`src/rtl/uart_pkg.sv`:
```
// ----------------------------------------------------------------------------
// uart_pkg
//   Constants shared by the UART receive-path blocks.
//
//   UART_DATA_WIDTH  default character width in bits
//   UART_FIFO_DEPTH  default receive FIFO depth (power of two, >= 2)
//   UART_DIV_W       width of the baud divisor and character-timeout counter
//
//   Optional build macro UART_RX_FIFO_TIMEOUT_EN:
//     undefined (default) - the receive FIFO has no character-timeout logic;
//                           tout_irq_o is tied low and cfg_timeout_i ignored.
//     defined             - uart_rx_tout_cnt is built inside uart_rx_fifo and
//                           drives a sticky character-timeout interrupt.
//   The port list of uart_rx_fifo is the same in both builds.
// ----------------------------------------------------------------------------
package uart_pkg;

    localparam int UART_DATA_WIDTH = 8;
    localparam int UART_FIFO_DEPTH = 16;
    localparam int UART_DIV_W      = 16;

endpackage : uart_pkg

```
`src/rtl/uart_rx_tout_cnt.sv`:
```
// ----------------------------------------------------------------------------
// uart_rx_tout_cnt
//   Character-timeout counter and sticky interrupt for the receive FIFO.
//   Only instantiated when UART_RX_FIFO_TIMEOUT_EN is defined.
//
//   clk_i          clock
//   rst_n_i        asynchronous active-low reset
//   flush_i        FIFO flush: clears counter and interrupt
//   wr_acc_i       a character was accepted this cycle
//   pop_i          the head entry was popped this cycle
//   empty_i        FIFO is empty (counter held at 0)
//   cfg_timeout_i  timeout length in cycles, 0 disables
//   tout_irq_o     sticky timeout interrupt, cleared by pop or flush
// ----------------------------------------------------------------------------
module uart_rx_tout_cnt
    import uart_pkg::*;
(
    input  logic                  clk_i,
    input  logic                  rst_n_i,
    input  logic                  flush_i,
    input  logic                  wr_acc_i,
    input  logic                  pop_i,
    input  logic                  empty_i,
    input  logic [UART_DIV_W-1:0] cfg_timeout_i,
    output logic                  tout_irq_o
);

    logic [UART_DIV_W-1:0] tcnt_q;
    logic [UART_DIV_W-1:0] tcnt_d;
    logic                  irq_q;
    logic                  irq_d;
    logic                  cfg_en_s;

    assign cfg_en_s   = (cfg_timeout_i != {UART_DIV_W{1'b0}});
    assign tout_irq_o = irq_q;

    // Next-state for the idle counter and the sticky interrupt.
    always_comb begin
        tcnt_d = tcnt_q;
        irq_d  = irq_q;

        // Any FIFO activity restarts the idle measurement.
        if (flush_i || wr_acc_i || pop_i) begin
            tcnt_d = {UART_DIV_W{1'b0}};
        end else if (empty_i) begin
            tcnt_d = {UART_DIV_W{1'b0}};
        end else if (cfg_en_s && (tcnt_q != {UART_DIV_W{1'b1}})) begin
            tcnt_d = tcnt_q + {{(UART_DIV_W-1){1'b0}}, 1'b1};
        end else begin
            tcnt_d = tcnt_q;
        end

        // Clearing on pop/flush wins over a match in the same cycle.
        if (flush_i || pop_i) begin
            irq_d = 1'b0;
        end else if (cfg_en_s && (tcnt_q == cfg_timeout_i)) begin
            irq_d = 1'b1;
        end else begin
            irq_d = irq_q;
        end
    end

    // Counter and interrupt state registers.
    always_ff @(posedge clk_i or negedge rst_n_i) begin
        if (!rst_n_i) begin
            tcnt_q <= {UART_DIV_W{1'b0}};
            irq_q  <= 1'b0;
        end else begin
            tcnt_q <= tcnt_d;
            irq_q  <= irq_d;
        end
    end

endmodule : uart_rx_tout_cnt

```
`src/rtl/uart_rx_fifo.sv`:
```
// ----------------------------------------------------------------------------
// uart_rx_fifo
//   Circular receive buffer between the UART receiver and the APB register
//   block. The write side is never back-pressured; a character arriving while
//   full (with no pop in the same cycle) is dropped and sets sticky ovf_o.
//   Write-to-read latency is one cycle (no bypass).
//
//   Optional macro UART_RX_FIFO_TIMEOUT_EN enables the character-timeout
//   interrupt (uart_rx_tout_cnt); otherwise tout_irq_o is tied 0.
//
//   clk_i / rst_n_i          clock, asynchronous active-low reset
//   flush_i                  synchronous flush (priority over write/pop)
//   wr_valid_i/wr_data_i     receiver character, wr_ready_o = 1 out of reset
//   rd_valid_o/rd_data_o     head entry, popped on rd_ready_i
//   cnt_o, full_o, empty_o   fill level and flags
//   cfg_thresh_i             level interrupt threshold (0 disables)
//   thresh_irq_o             cnt_o >= cfg_thresh_i (non-zero threshold)
//   ovf_o / ovf_clr_i        sticky overflow and its clear
//   cfg_timeout_i            character-timeout length (0 disables)
//   tout_irq_o               sticky character-timeout interrupt
// ----------------------------------------------------------------------------
module uart_rx_fifo
    import uart_pkg::*;
#(
    parameter  int DATA_WIDTH = UART_DATA_WIDTH,
    parameter  int DEPTH      = UART_FIFO_DEPTH,
    localparam int CNT_W      = $clog2(DEPTH) + 1
) (
    input  logic                  clk_i,
    input  logic                  rst_n_i,
    input  logic                  flush_i,
    input  logic                  wr_valid_i,
    input  logic [DATA_WIDTH-1:0] wr_data_i,
    output logic                  wr_ready_o,
    output logic                  rd_valid_o,
    output logic [DATA_WIDTH-1:0] rd_data_o,
    input  logic                  rd_ready_i,
    output logic [CNT_W-1:0]      cnt_o,
    output logic                  full_o,
    output logic                  empty_o,
    input  logic [CNT_W-1:0]      cfg_thresh_i,
    output logic                  thresh_irq_o,
    output logic                  ovf_o,
    input  logic                  ovf_clr_i,
    input  logic [UART_DIV_W-1:0] cfg_timeout_i,
    output logic                  tout_irq_o
);

    localparam int PTR_W = $clog2(DEPTH);

    logic [DATA_WIDTH-1:0] mem_q [DEPTH];
    logic [DATA_WIDTH-1:0] mem_d [DEPTH];
    logic [PTR_W-1:0]      wr_ptr_q;
    logic [PTR_W-1:0]      wr_ptr_d;
    logic [PTR_W-1:0]      rd_ptr_q;
    logic [PTR_W-1:0]      rd_ptr_d;
    logic [CNT_W-1:0]      count_q;
    logic [CNT_W-1:0]      count_d;
    logic                  ovf_q;
    logic                  ovf_d;
    logic                  ready_q;
    logic                  ready_d;

    logic                  full_s;
    logic                  empty_s;
    logic                  wr_acc_s;
    logic                  pop_s;
    logic                  do_write_s;
    logic                  ovf_set_s;

    assign full_s     = (count_q == CNT_W'(DEPTH));
    assign empty_s    = (count_q == {CNT_W{1'b0}});
    assign wr_acc_s   = wr_valid_i & ready_q;
    assign pop_s      = ~empty_s & rd_ready_i;
    // A full FIFO still takes the write when the head leaves in the same cycle.
    assign do_write_s = wr_acc_s & (~full_s | pop_s);
    // A flushed write is discarded rather than counted as an overflow.
    assign ovf_set_s  = wr_acc_s & full_s & ~pop_s & ~flush_i;

    assign wr_ready_o   = ready_q;
    assign rd_valid_o   = ~empty_s;
    assign rd_data_o    = mem_q[rd_ptr_q];
    assign cnt_o        = count_q;
    assign full_o       = full_s;
    assign empty_o      = empty_s;
    assign ovf_o        = ovf_q;
    // count never exceeds DEPTH, so a threshold above DEPTH never fires.
    assign thresh_irq_o = (cfg_thresh_i != {CNT_W{1'b0}}) && (count_q >= cfg_thresh_i);

    // Next-state for storage, pointers, count and overflow flag.
    always_comb begin
        mem_d    = mem_q;
        wr_ptr_d = wr_ptr_q;
        rd_ptr_d = rd_ptr_q;
        count_d  = count_q;
        ovf_d    = ovf_q;
        ready_d  = 1'b1;

        if (flush_i) begin
            wr_ptr_d = {PTR_W{1'b0}};
            rd_ptr_d = {PTR_W{1'b0}};
            count_d  = {CNT_W{1'b0}};
        end else begin
            if (do_write_s) begin
                mem_d[wr_ptr_q] = wr_data_i;
                wr_ptr_d        = wr_ptr_q + PTR_W'(1);
            end else begin
                wr_ptr_d = wr_ptr_q;
            end

            if (pop_s) begin
                rd_ptr_d = rd_ptr_q + PTR_W'(1);
            end else begin
                rd_ptr_d = rd_ptr_q;
            end

            case ({do_write_s, pop_s})
                2'b10:   count_d = count_q + CNT_W'(1);
                2'b01:   count_d = count_q - CNT_W'(1);
                default: count_d = count_q;
            endcase
        end

        // Clear has priority over a simultaneous overflow.
        if (ovf_clr_i) begin
            ovf_d = 1'b0;
        end else if (ovf_set_s) begin
            ovf_d = 1'b1;
        end else begin
            ovf_d = ovf_q;
        end
    end

    // FIFO state registers.
    always_ff @(posedge clk_i or negedge rst_n_i) begin
        if (!rst_n_i) begin
            for (int i = 0; i < DEPTH; i++) begin
                mem_q[i] <= {DATA_WIDTH{1'b0}};
            end
            wr_ptr_q <= {PTR_W{1'b0}};
            rd_ptr_q <= {PTR_W{1'b0}};
            count_q  <= {CNT_W{1'b0}};
            ovf_q    <= 1'b0;
            ready_q  <= 1'b0;
        end else begin
            mem_q    <= mem_d;
            wr_ptr_q <= wr_ptr_d;
            rd_ptr_q <= rd_ptr_d;
            count_q  <= count_d;
            ovf_q    <= ovf_d;
            ready_q  <= ready_d;
        end
    end

`ifdef UART_RX_FIFO_TIMEOUT_EN
    uart_rx_tout_cnt u_tout_cnt (
        .clk_i         (clk_i),
        .rst_n_i       (rst_n_i),
        .flush_i       (flush_i),
        .wr_acc_i      (wr_acc_s),
        .pop_i         (pop_s),
        .empty_i       (empty_s),
        .cfg_timeout_i (cfg_timeout_i),
        .tout_irq_o    (tout_irq_o)
    );
`else
    logic tout_unused_s;
    assign tout_unused_s = ^cfg_timeout_i;
    assign tout_irq_o    = 1'b0;
`endif

endmodule : uart_rx_fifo

```
`config.mk`:
```
export PLATFORM = sky130hd
export DESIGN_NAME = uart_rx_fifo
export DESIGN_NICKNAME = d
export VERILOG_FILES = /design/src/rtl/uart_pkg.sv /design/src/rtl/uart_rx_tout_cnt.sv /design/src/rtl/uart_rx_fifo.sv
export SDC_FILE = /design/constraint.sdc
export NUM_CORES = 1
export LEC_CHECK = 0
export BUFFER_PORTS_ARGS = -buffer_cell sky130_fd_sc_hd__buf_2
export CORE_MARGIN = 4
export CORE_UTILIZATION = 35
export CTS_CLUSTER_SIZE = 25
export DETAILED_ROUTE_END_ITERATION = 16
export GPL_TIMING_DRIVEN = 0
export PLACE_DENSITY = 0.63
export REMOVE_ABC_BUFFERS = 1
export SYNTH_ARGS = -nofsm -noshare
export SYNTH_HDL_FRONTEND = slang
export SYNTH_SLANG_ARGS = --single-unit
```
`constraint.sdc`:
```
create_clock -name clk_i -period 3.6 [get_ports clk_i]
set_input_delay 0.54 -clock clk_i [delete_from_list [all_inputs] [get_ports clk_i]]
set_output_delay 0.54 -clock clk_i [all_outputs]
set_load 0.01 [all_outputs]
```
==> results.md, run 1 <==
- The number of enable flip-flop cells after synthesis is 0.
- The insertion delay to the later sink of the worst-skew pair is 0.41 ns.
- The critical path's top delay family is flip-flops.
- The via count is 4130.
- The count of nets left with antenna violations once routing finished came out at 0.
- The total DRC errors in the routed layout is 0.
- The storage element area is 3580 um^2.
- In the final layout, the multi-input gates occupy 3250 um^2.
- Setup violations remaining at the end of the flow were counted as 0.
- The clock root buffer master is clkbuf_16.
- The wire length of the first global-routing pass is 24.5 mm.
- After routing, the total negative slack on setup checks comes to 0 ns.
- The maximum clock skew at final layout is 0.00553 ns.
- Yosys printed 0 warnings.
- The placed wire-length estimate is 9.95 mm.
- Entering global routing, the biggest net connects 105 pins.
- The H-tree was split into 4 levels.
- Clock-pin slew was measured on the worst setup and hold paths at 0.06 ns.
- The delay of the slowest critical-path stage is 0.85 ns.
- For this run, the top clock speed supported by timing is 0.323 GHz.
- After filler insertion, the fill cell instance count of the layout stands at 1830.
- The worst path needs 3.10 ns of the cycle, external delays included.
- TritonCTS created 17 clock buffers.
- The number of gates resized after CTS was 0.
- The die outline width is 149 um.
- Measured against its own limit, the worst slew margin works out to 0.353.
- The part of the Yosys area used for sequential elements is 0.511.
- The tightest hold margin is 0.0222 ns.
- The number of DRC markers after the initial detailed-route iteration is 166.
- The clock drives 143 sinks.
- Hold repair after CTS inserted 0 buffers.
- The first TritonRoute pass finished after 6 iterations.
- Compared with the post-synthesis result, the final layout area differs by 15.0%.
- Using the TritonRoute via totals, the vias-per-cell ratio works out to 5.18.
- For the worst setup path, the data arrival time is 2.56 ns.
- The final layout contains routed wiring with a total length of 14.9 mm.
- The uppermost metal layer occupied by signal nets is met4.
- Along the worst path, the maximum fanout reaches 20.
- The analysis attributes to cell leakage a power of 3.71 nW.
- The worst min-delay path category is in2async.
- The max-cap violation count is 0.
- The initial utilization of the core area, before any placement, comes to 0.357.
- The worst-case IR drop observed on VDD is 610 uV.
- During I/O placement, the number of pins put on the boundary was 55.
- The final net count is 570.
- Traced cell by cell, the critical path runs through buf_12, mux4_2, a22oi_1, nand2_1, buf_2.
- After synthesis, the mean cell area works out to 14.2 um^2.
- The die covers 22300 um^2.
- The final period utilization is 0.861.
- The core region is 19600 um^2.
- The worst register-to-register path has a depth of 8.
- The global-route total usage across every layer is 0.143.
- The post-placement cell area is 7450 um^2.
- The wire length per cell is 18.6 um.
- Setup repair after global routing left no endpoint under its margin.
- Synthesis handed over a netlist of 491 instances.
- Summed over all layers, the global routing overflow is 0.
- The category of the worst setup path launch point is a flop.
- The count of buffers added by post-CTS timing repair for setup is 0.
- From bottom edge to top edge, the die measures 149 um.
- The timing startpoint of the critical path is rd_ptr_q[0].
- The slowest cell on the critical path is dfrtp_2.
- The initialized floorplan defines 51 standard-cell rows.
- The number of cells on the critical path is 5.
- At the pin with the least slew margin, the transition time is 0.970 ns.
- The number of distinct library cells after synthesis is 49.
- The most frequent standard cell in the layout excluding fill and tap cells is dfrtp_1.
- The critical path is of the reg2out type.
- The CTS tree is done.
- The worst register-to-register path begins at cnt_o[1].
- The initial antenna violation count came to 0.
- 0 antenna diodes ended up in the layout.
- The flow ran to the end, and the final reports show no timing, DRC or antenna violations.
- In the final layout, the share of cells above drive strength 1 is 0.463.
- The final-report max-slew violation count is 0.
- The hold violation total from the final report came to 0.
- For this block, wires on met1 add up to 6.47 mm.
- Counting both buffers and inverters, the worst setup path holds a total of 2.
- The clock passes through at most 2 buffers.
- The total non-filler cell area in the finished layout is 8050 um^2.
- The library cells used most frequently in the layout, excluding fill and tap cells, are dfrtp_1 (141), mux2_2 (123), buf_2 (36).
- The quantity of I/O buffers inserted on ports is 37.
- Detailed routing placed a total of 629 um of wire on met3.
- Routability-driven placement finished with a final weighted congestion of 0.781.
- Synthesis inferred 143 register bits.
- The netlist area before placement is 7000 um^2.
- The most used flip-flop cell after synthesis is dfrtp_1.
- The power density over the cells is 615 nW/um^2.
- STA classifies the critical path endpoint as a primary output.
- Summed over all nets, wire length on met2 after detailed routing comes to 7.53 mm.
- The via count of the first global-routing pass is 4555.
- The async set-or-reset flop fraction in the synthesized netlist is 1.00.
- The critical path required time is 3.06 ns.
worst paths after layout:
kind / endpoint / slack [ns]
worst max-delay path: rd_data_o[2] / 0.50
worst min-delay path: mem_q[82] / 0.02
worst max register to register: cnt_o[4] / 0.72
worst min register to register: mem_q[127] / 0.49
max in group asynchronous: rd_ptr_q[0] / 2.71
min in group clk_i: ovf_o / 0.27
power by group:
group	internal, mW	switching (mW)
Clock	1.12	0.633
Combinational	0.594	0.645
Sequential	1.74	0.218
Total	3.46	1.50
area by class of cell:
type / count / share of cell area
repair buffers: 39 / 0.0297
multi-input cells: 309 / 0.405
clock inverters: 9 / 0.0166
clock buffers: 22 / 0.0577
inverters: 11 / 0.00513
flip-flops and latches: 143 / 0.445
well taps: 265 / 0.0412
cell families after synthesis:
group | share of synthesized area
muxes | 0.315
DFF | 0.511
and+or+nand+nor | 0.0604
AOI/OAI and AO/OA | 0.0538
buffers and inverters | 0.0234
adders and majority gates | 0.0261
xor gates and xnor gates | 0.00876
other | 0.00107
metrics by stage:
step            util  cells  worst slack (ns)  total power [mW]
3_5_place_dp   0.380    767             0.732              3.25
4_1_cts        0.411    798             0.419              5.03
2_1_floorplan      -    463             0.696              2.76
3_3_place_gp   0.377    765            -0.221              3.16
5_1_grt        0.411    798             0.342              5.23
6_report       0.411    798             0.501              4.95
metal layers:
metal,GRT usage,vias up
li1,-,1877
met1,0.184,2149
met2,0.241,87
met3,0.0356,17
met4,0.0412,0
met5,0,-
registers in the layout (all words and copies together), names as in the netlist:
signal	count
rd_ptr_q	4
wr_ready_o	1
cnt_o	5
ovf_o	1
mem_q	128
wr_ptr_q	4
cell usage after synthesis, types with 5 or more instances:
library cell	instances	area [um^2]
dfrtp_1	143	3580
mux2_2	123	1390
mux4_2	32	721
clkbuf_1	19	71.3
nor2_1	17	63.8
a22oi_1	16	120
ha_1	13	163
nand2_1	13	48.8
nor2_2	12	75.1
inv_1	10	37.5
mux2_1	6	67.6
o211ai_1	6	45.0
a21oi_1	5	25.0
buf_2	5	25.0
nand2b_1	5	31.3
nor3_1	5	25.0
No activity file was read; power rests on OpenSTA's default activity.
==> run 2, diff against run 1 <==
Settings changed: CORE_ASPECT_RATIO set to 2.
==> run 2 against run 1 <==
Compared with the run above:
- total power increased by 5.2%
- largest power group is now clock
- count of clock-buffer cells in the layout is 1 lower
- critical endpoint is now rd_data_o[3]
- sequential share of layout area is 0.51 points lower
- sequential power is 3% lower
- final cell count decreased by 0.50%
- routed wire length increased by 11%
- first-iteration DRC count decreased by 17%
- highest routed layer is now met5
- largest cell class unchanged
- worst hold slack improved by 0.0026 ns
- utilization is 0.57 points higher
- non-clock buffer count grew 1
- clock power rose by 14%
==> results.md, run 2 (synthesized netlist as in run 1, its figures left out) <==
- The via count of the first global-routing pass was 4802.
- The total power is 5.21 mW.
- The register with the most flip-flops in the layout has 128 of them.
- Summed over all failing endpoints, the final setup total negative slack is 0 ns.
- The area growth from synthesis to layout is 16.3%.
- The slowest cell on the critical path is dfrtp_2.
- The leakage power summed over all cells is 3.78 nW.
- Buffers inserted to repair hold after CTS numbered 0.
- Static timing analysis puts the maximum clock frequency at 0.328 GHz.
- The arrival time of data at the critical path endpoint is 2.51 ns.
- The relative slew slack is 0.489.
- The first TritonRoute pass finished after 4 iterations.
- Subtracting the final worst setup slack from the clock period gives 3.05 ns.
- Setup repair after global routing left no endpoint under its margin.
- After clock tree synthesis, the clock-pin slew on the worst setup and hold paths is 0.06 ns.
- The tree is rooted in a clkbuf_16.
- The total non-filler cell area in the finished layout is 8140 um^2.
- The row count is 72.
- At the later pin of the worst-skew pair, clock insertion delay measures 0.41 ns.
- Of all nets on the critical path, the largest fanout is 23.
- In this run the deepest clock path goes through 2 buffers.
- The register ranked first by flip-flop count is mem_q.
- The startpoint of the worst-slack reg-to-reg timing path is cnt_o[1].
- The hold violation total from the final report came to 0.
- The die outline width is 108 um.
- For this design, the sink count on the clock tree is 143.
- The worst min-delay path category is in2async.
- The max-cap violation count is 0.
- The number of top-level pins is 55.
- The run finished with clean final reports.
- The category of the worst setup path launch point is a flop.
- Buffers added to address setup during post-CTS repair amount to 0.
- The maximum clock skew at final layout is 0.00736 ns.
- The top cell types in the final layout, fill and taps aside, are dfrtp_1 (141), mux2_2 (123), buf_2 (36).
- The quantity of I/O buffers inserted on ports is 37.
- The H-tree level count is 4.
- The capture instance of the worst register-to-register path is cnt_o[4].
- In the finished design, the share of the clock period the worst path needs comes to 0.848.
- The peak supply drop is 329 uV.
- The final-report max-slew violation count is 0.
- The kind of capture point of the worst setup path is a primary output.
- The number of placed instances with taps included is 762.
- The final weighted congestion in routability-driven placement is 0.806.
- The number of buffers added by the clock tree synthesis step is 17.
- After detailed routing, the total wire length is 16.4 mm.
- For this run, the post-layout net count is 571.
- The initial antenna violation count came to 1.
- In this design, the stage delay of the slowest critical-path cell is 0.66 ns.
- The post-placement cell area is 7460 um^2.
- The die is 208 um tall.
- The initial utilization of the core area, before any placement, comes to 0.358.
- The die covers 22500 um^2.
- The number of cells on the worst reg-to-reg path is 8.
- Power spread over the standard cell area amounts to 640 nW/um^2.
- For the worst setup path, the data required time is 3.06 ns.
- TritonCTS built the clock tree.
- The final design utilization is 0.416.
- Dividing the detail-routed via count by the number of cells gives 5.31.
- The detailed router finished its first iteration with 138 violations.
- The detail route stage leaves a number of antenna-violating nets equal to 0.
- The pin slew with the least headroom to its limit is 0.765 ns.
- The setup slack at placement is 0.657 ns.
- The final antenna diode count is 0.
- Leaving out fill and tap cells, the most frequent cell in the layout is dfrtp_1.
- Setup violations remaining at the end of the flow were counted as 0.
- The global-route total usage across every layer is 0.156.
- The remaining global-route overflow is 0.
- The first global-routing pass estimated 26.6 mm of wire.
- The total area inside the core boundary comes to 19500 um^2.
- The reg-to-reg setup timing slack is 0.64 ns.
- The final instance count without filler cells is 794.
- After detailed routing, the number of remaining DRC violations is 0.
- Entering global routing, the biggest net connects 106 pins.
- Setup slack on the critical path of the routed design comes to 0.547 ns.
- The total of cells resized after clock tree synthesis is 0.
- For this block, the via count after detailed routing is 4217.
- Traced cell by cell, the critical path runs through buf_12, mux4_2, a22oi_1, nand2_1, buf_2.
- The tightest hold margin is 0.0248 ns.
- The wire length per cell is 20.7 um.
- The fraction of layout cells with a size suffix above 1 is 0.469.
- The placed wire-length estimate is 11.6 mm.
- The worst setup path is of the reg2out kind.
==> run 2: final cells by class <==
type | count | area (um^2)
clock buffer | 21 | 470
multi-input combinational | 309 | 3250
inverter | 11 | 41.3
clock inverter | 11 | 209
sequential | 143 | 3580
timing repair buffer | 40 | 259
tap | 259 | 324
fill | 1799 | 11400
==> run 2: layer usage <==
layer	vias to the layer above	global-route usage	routed length [um]
met4	2	0.0750	596
met3	29	0.0301	378
li1	1877	-	-
met2	85	0.293	9410
met1	2224	0.162	6040
met5	-	0	20
==> run 2: power by group <==
group / internal, mW / total [mW] / leakage, nW / switching, mW
combinational: 0.600 / 1.29 / 1.49 / 0.693
sequential: 1.74 / 1.90 / 1.96 / 0.162
clock: 1.35 / 2.01 / 0.337 / 0.659
==> run 2: worst max-delay path, delay by kind of cell (launching register included) <==
kind,cells,cell delay (ns)
compound gates,1,0.29
mux,1,0.56
simple gates,1,0.12
flops,1,0.66
buf+inv,2,0.44
==> run 2: how the worst max path moves through the flow <==
stage                   endpoint  cells after the start         from
detailed placement      cnt_o[4]                      8     cnt_o[1]
global route        rd_data_o[3]                      5  rd_ptr_q[0]
global placement    rd_data_o[3]                      4  rd_ptr_q[0]
CTS                 rd_data_o[3]                      5  rd_ptr_q[0]
floorplan           rd_data_o[0]                      3  rd_ptr_q[0]
finish              rd_data_o[3]                      5  rd_ptr_q[0]
==> run 3, diff against run 2 <==
Settings changed: PLACE_DENSITY 0.63 to 0.65.
Clock period 3.6 ns to 2.5 ns, I/O delays scaled along.
==> run 3 against run 2 <==
Compared with the run above:
- combinational power is 84% higher
- global-route usage is 0.35 points lower
- setup slack worse by 0.54 ns
- highest routed layer is now met4
- critical path depth is 1 higher
- sequential share of layout area is 1.3 points lower
- via count is 0.62% higher
- first-iteration DRC count is 17% higher
- count of clock-buffer cells in the layout is 3 lower
==> results.md, run 3 (synthesized netlist as in run 1, its figures left out) <==
- The floorplan has 72 rows.
- The power density over the cells is 918 nW/um^2.
- The initial antenna violation count is 0.
- Setup repair after global routing could not meet its margin everywhere.
- Compared with the post-synthesis result, the final layout area differs by 20.3%.
- The category of the worst setup path launch point is a flop.
- Entering global routing, the biggest net connects 109 pins.
- The total DRC errors in the routed layout is 0.
- The worst setup path is of the reg2out kind.
- Measured against its own limit, the worst slew margin works out to 0.447.
- The reg-to-reg setup timing slack is 0.08 ns.
- The final-report max-slew violation count was 0.
- The highest fanout seen on the critical path is 6.
- The die outline width is 108 um.
- The number of cells traversed by the worst hold path is 2.
- For this design the static power due to leakage is 3.88 nW.
- The wire length of the first global-routing pass is 26.0 mm.
- The final setup violation count is 0.
- The global-route total usage across every layer is 0.153.
- The register with the most flip-flops in the layout has 128 of them.
- Static timing analysis puts the maximum clock frequency at 0.402 GHz.
- The first detailed-routing pass ran for 4 iterations.
- The area of the die is 22500 um^2.
- The clock root buffer master is clkbuf_16.
- The remaining global-route overflow is 0.
- The kind of capture point of the worst setup path is a primary output.
- The max-cap violation count is 0.
- The clock transition at the register clock pins on the worst setup and hold paths after CTS is 0.06 ns.
- The startpoint of the worst-slack reg-to-reg timing path is cnt_o[3].
- The initial core utilization is 0.358.
- The CTS sink count is 143.
- The worst reg2reg path depth is 8.
- The hold path startpoint is ovf_clr_i.
- The total length of routed wires is 16.3 mm.
- The fraction of layout cells with a size suffix above 1 is 0.516.
- The final antenna diode count is 0.
- The met3 layer wire length in the routed design is 435 um.
- The final weighted congestion in routability-driven placement is 0.787.
- The delay of the slowest critical-path stage is 0.54 ns.
- The final period utilization is 0.995.
- The critical path goes through buf_12, buf_12, mux4_2, a22oi_1, nand2_1, buf_2.
- By instance count, the cell type seen most on the critical path is buf_12.
- For the pin with the worst max-slew slack, the measured transition is 0.827 ns.
- The uppermost metal layer occupied by signal nets is met4.
- Port buffering added 37 buffers.
- The number of clock buffers added by TritonCTS is 17.
- The H-tree was split into 4 levels.
- The slowest cell on the critical path is dfrtp_4.
- The hold violation total from the final report came to 0.
- The run finished with clean final reports.
- The routed length on met1 is 5.82 mm.
- In this run the count of I/O pins placed on the die edge is 55.
- The peak supply drop is 460 uV.
- The routed layout has 4243 vias.
- The via count of the first global-routing pass is 4843.
- Leaving out fill and tap cells, the most frequent cells in the layout are dfrtp_1 (137), mux2_2 (123), buf_2 (36).
- The capture instance of the worst register-to-register path is cnt_o[4].
- The number of buffers on the longest clock path is 2.
- The die is 208 um tall.
- The library cell used most frequently in the layout, excluding fill and tap cells, is dfrtp_1.
- The critical path required time is 2.12 ns.
- The worst hold endpoint is ovf_o.
- The placed wire-length estimate is 11.3 mm.
- The final period demand of the worst path is 2.49 ns.
- The floorplan core area is 19500 um^2.
- The final net count is 592.
- Once layout is complete, the utilization of the core stands at 0.430.
- The number of DRC markers after the initial detailed-route iteration is 162.
- The CTS tree is done.
- The minimum setup slack in the final design is 0.0118 ns.
- Timing analysis after detailed placement gives a worst setup slack of -0.442 ns.
- The wire length per cell is 20.0 um.
- The arrival time of data at the critical path endpoint is 2.11 ns.
- Dividing the detail-routed via count by the number of cells gives 5.21.
- For the final database, setup skew stands at 0.00656 ns.
- The register ranked first by flip-flop count is mem_q.
- In the detailed route, the total length drawn on met2 is 9.34 mm.
- For the worst-skew pair, the clock arrives at the later sink with an insertion delay of 0.42 ns.
- Once detail routing completed, the nets flagged for antenna violations numbered 0.
- The worst min-delay path category is in2reg.
-- run 3: changes by cell type in the layout (fill, tap and decap cells not counted), sizes merged --
cell	before	now
bufinv	6	4
inv	11	12
clkinvlp	0	4
buf	40	59
clkbuf	21	19
dlygate4sd3	0	1
-- run 3: routing by layer --
| metal | track usage | vias to the layer above |
|---|---|---|
| met5 | 0 | - |
| met4 | 0.0798 | 0 |
| met3 | 0.0276 | 34 |
| li1 | - | 1922 |
| met2 | 0.287 | 88 |
| met1 | 0.156 | 2199 |
-- run 3: report_power, final --
group | total, mW | internal (mW) | switching [mW]
logic | 2.38 | 1.20 | 1.18
clock network | 2.65 | 1.67 | 0.984
registers | 2.69 | 2.52 | 0.175
-- run 3: final cells by class --
cell class	count	area [um^2]
Fill cell	1730	11100
Sequential cell	143	3590
Multi-Input combinational cell	309	3340
Timing Repair Buffer	61	494
Clock buffer	18	429
Tap cell	259	324
Clock inverter	14	191
Inverter	11	43.8
-- run 3: what timing repair did --
item                                    4_1_cts  5_1_grt
setup buffers                                16        4
hold buffers                                  1        0
gates cloned                                  0        1
pin swaps                                     4        7
endpoints found under the setup margin       10       44
gates resized for setup                      14       13
hold endpoints to repair                     35        0
-- run 3: worst max-delay path, delay by kind of cell (launching register included) --
kind	cells	cell delay (ns)
AOI/OAI and AO/OA	1	0.18
buffers and inverters	3	0.44
DFF	1	0.54
muxes	1	0.44
and+or+nand+nor	1	0.08
-- run 3: how the worst max path moves through the flow --
stage                start      endpoint  slack [ns]  cells after the start
2_1_floorplan  rd_ptr_q[0]  rd_data_o[0]       -0.24                      3
3_3_place_gp   rd_ptr_q[0]  rd_data_o[0]       -1.12                      4
3_5_place_dp      cnt_o[1]      cnt_o[4]       -0.44                      8
4_1_cts        rd_ptr_q[0]  rd_data_o[2]       -0.01                      5
5_1_grt        rd_ptr_q[0]  rd_data_o[0]       -0.09                      6
6_report       rd_ptr_q[0]  rd_data_o[6]        0.01                      6
-- run 3: stage by stage --
step	std cells	area, um^2	hold WS (ns)	power [mW]	TNS [ns]
global route	815	8410	0.0933	8.13	-0.534
floorplan	463	6870	0.0794	3.97	-2.03
CTS	810	8300	0.0833	7.63	-0.0109
global placement	759	7380	0.463	4.56	-114.06
detailed placement	761	7440	0.291	4.67	-0.834
finish	815	8410	0.101	7.73	0
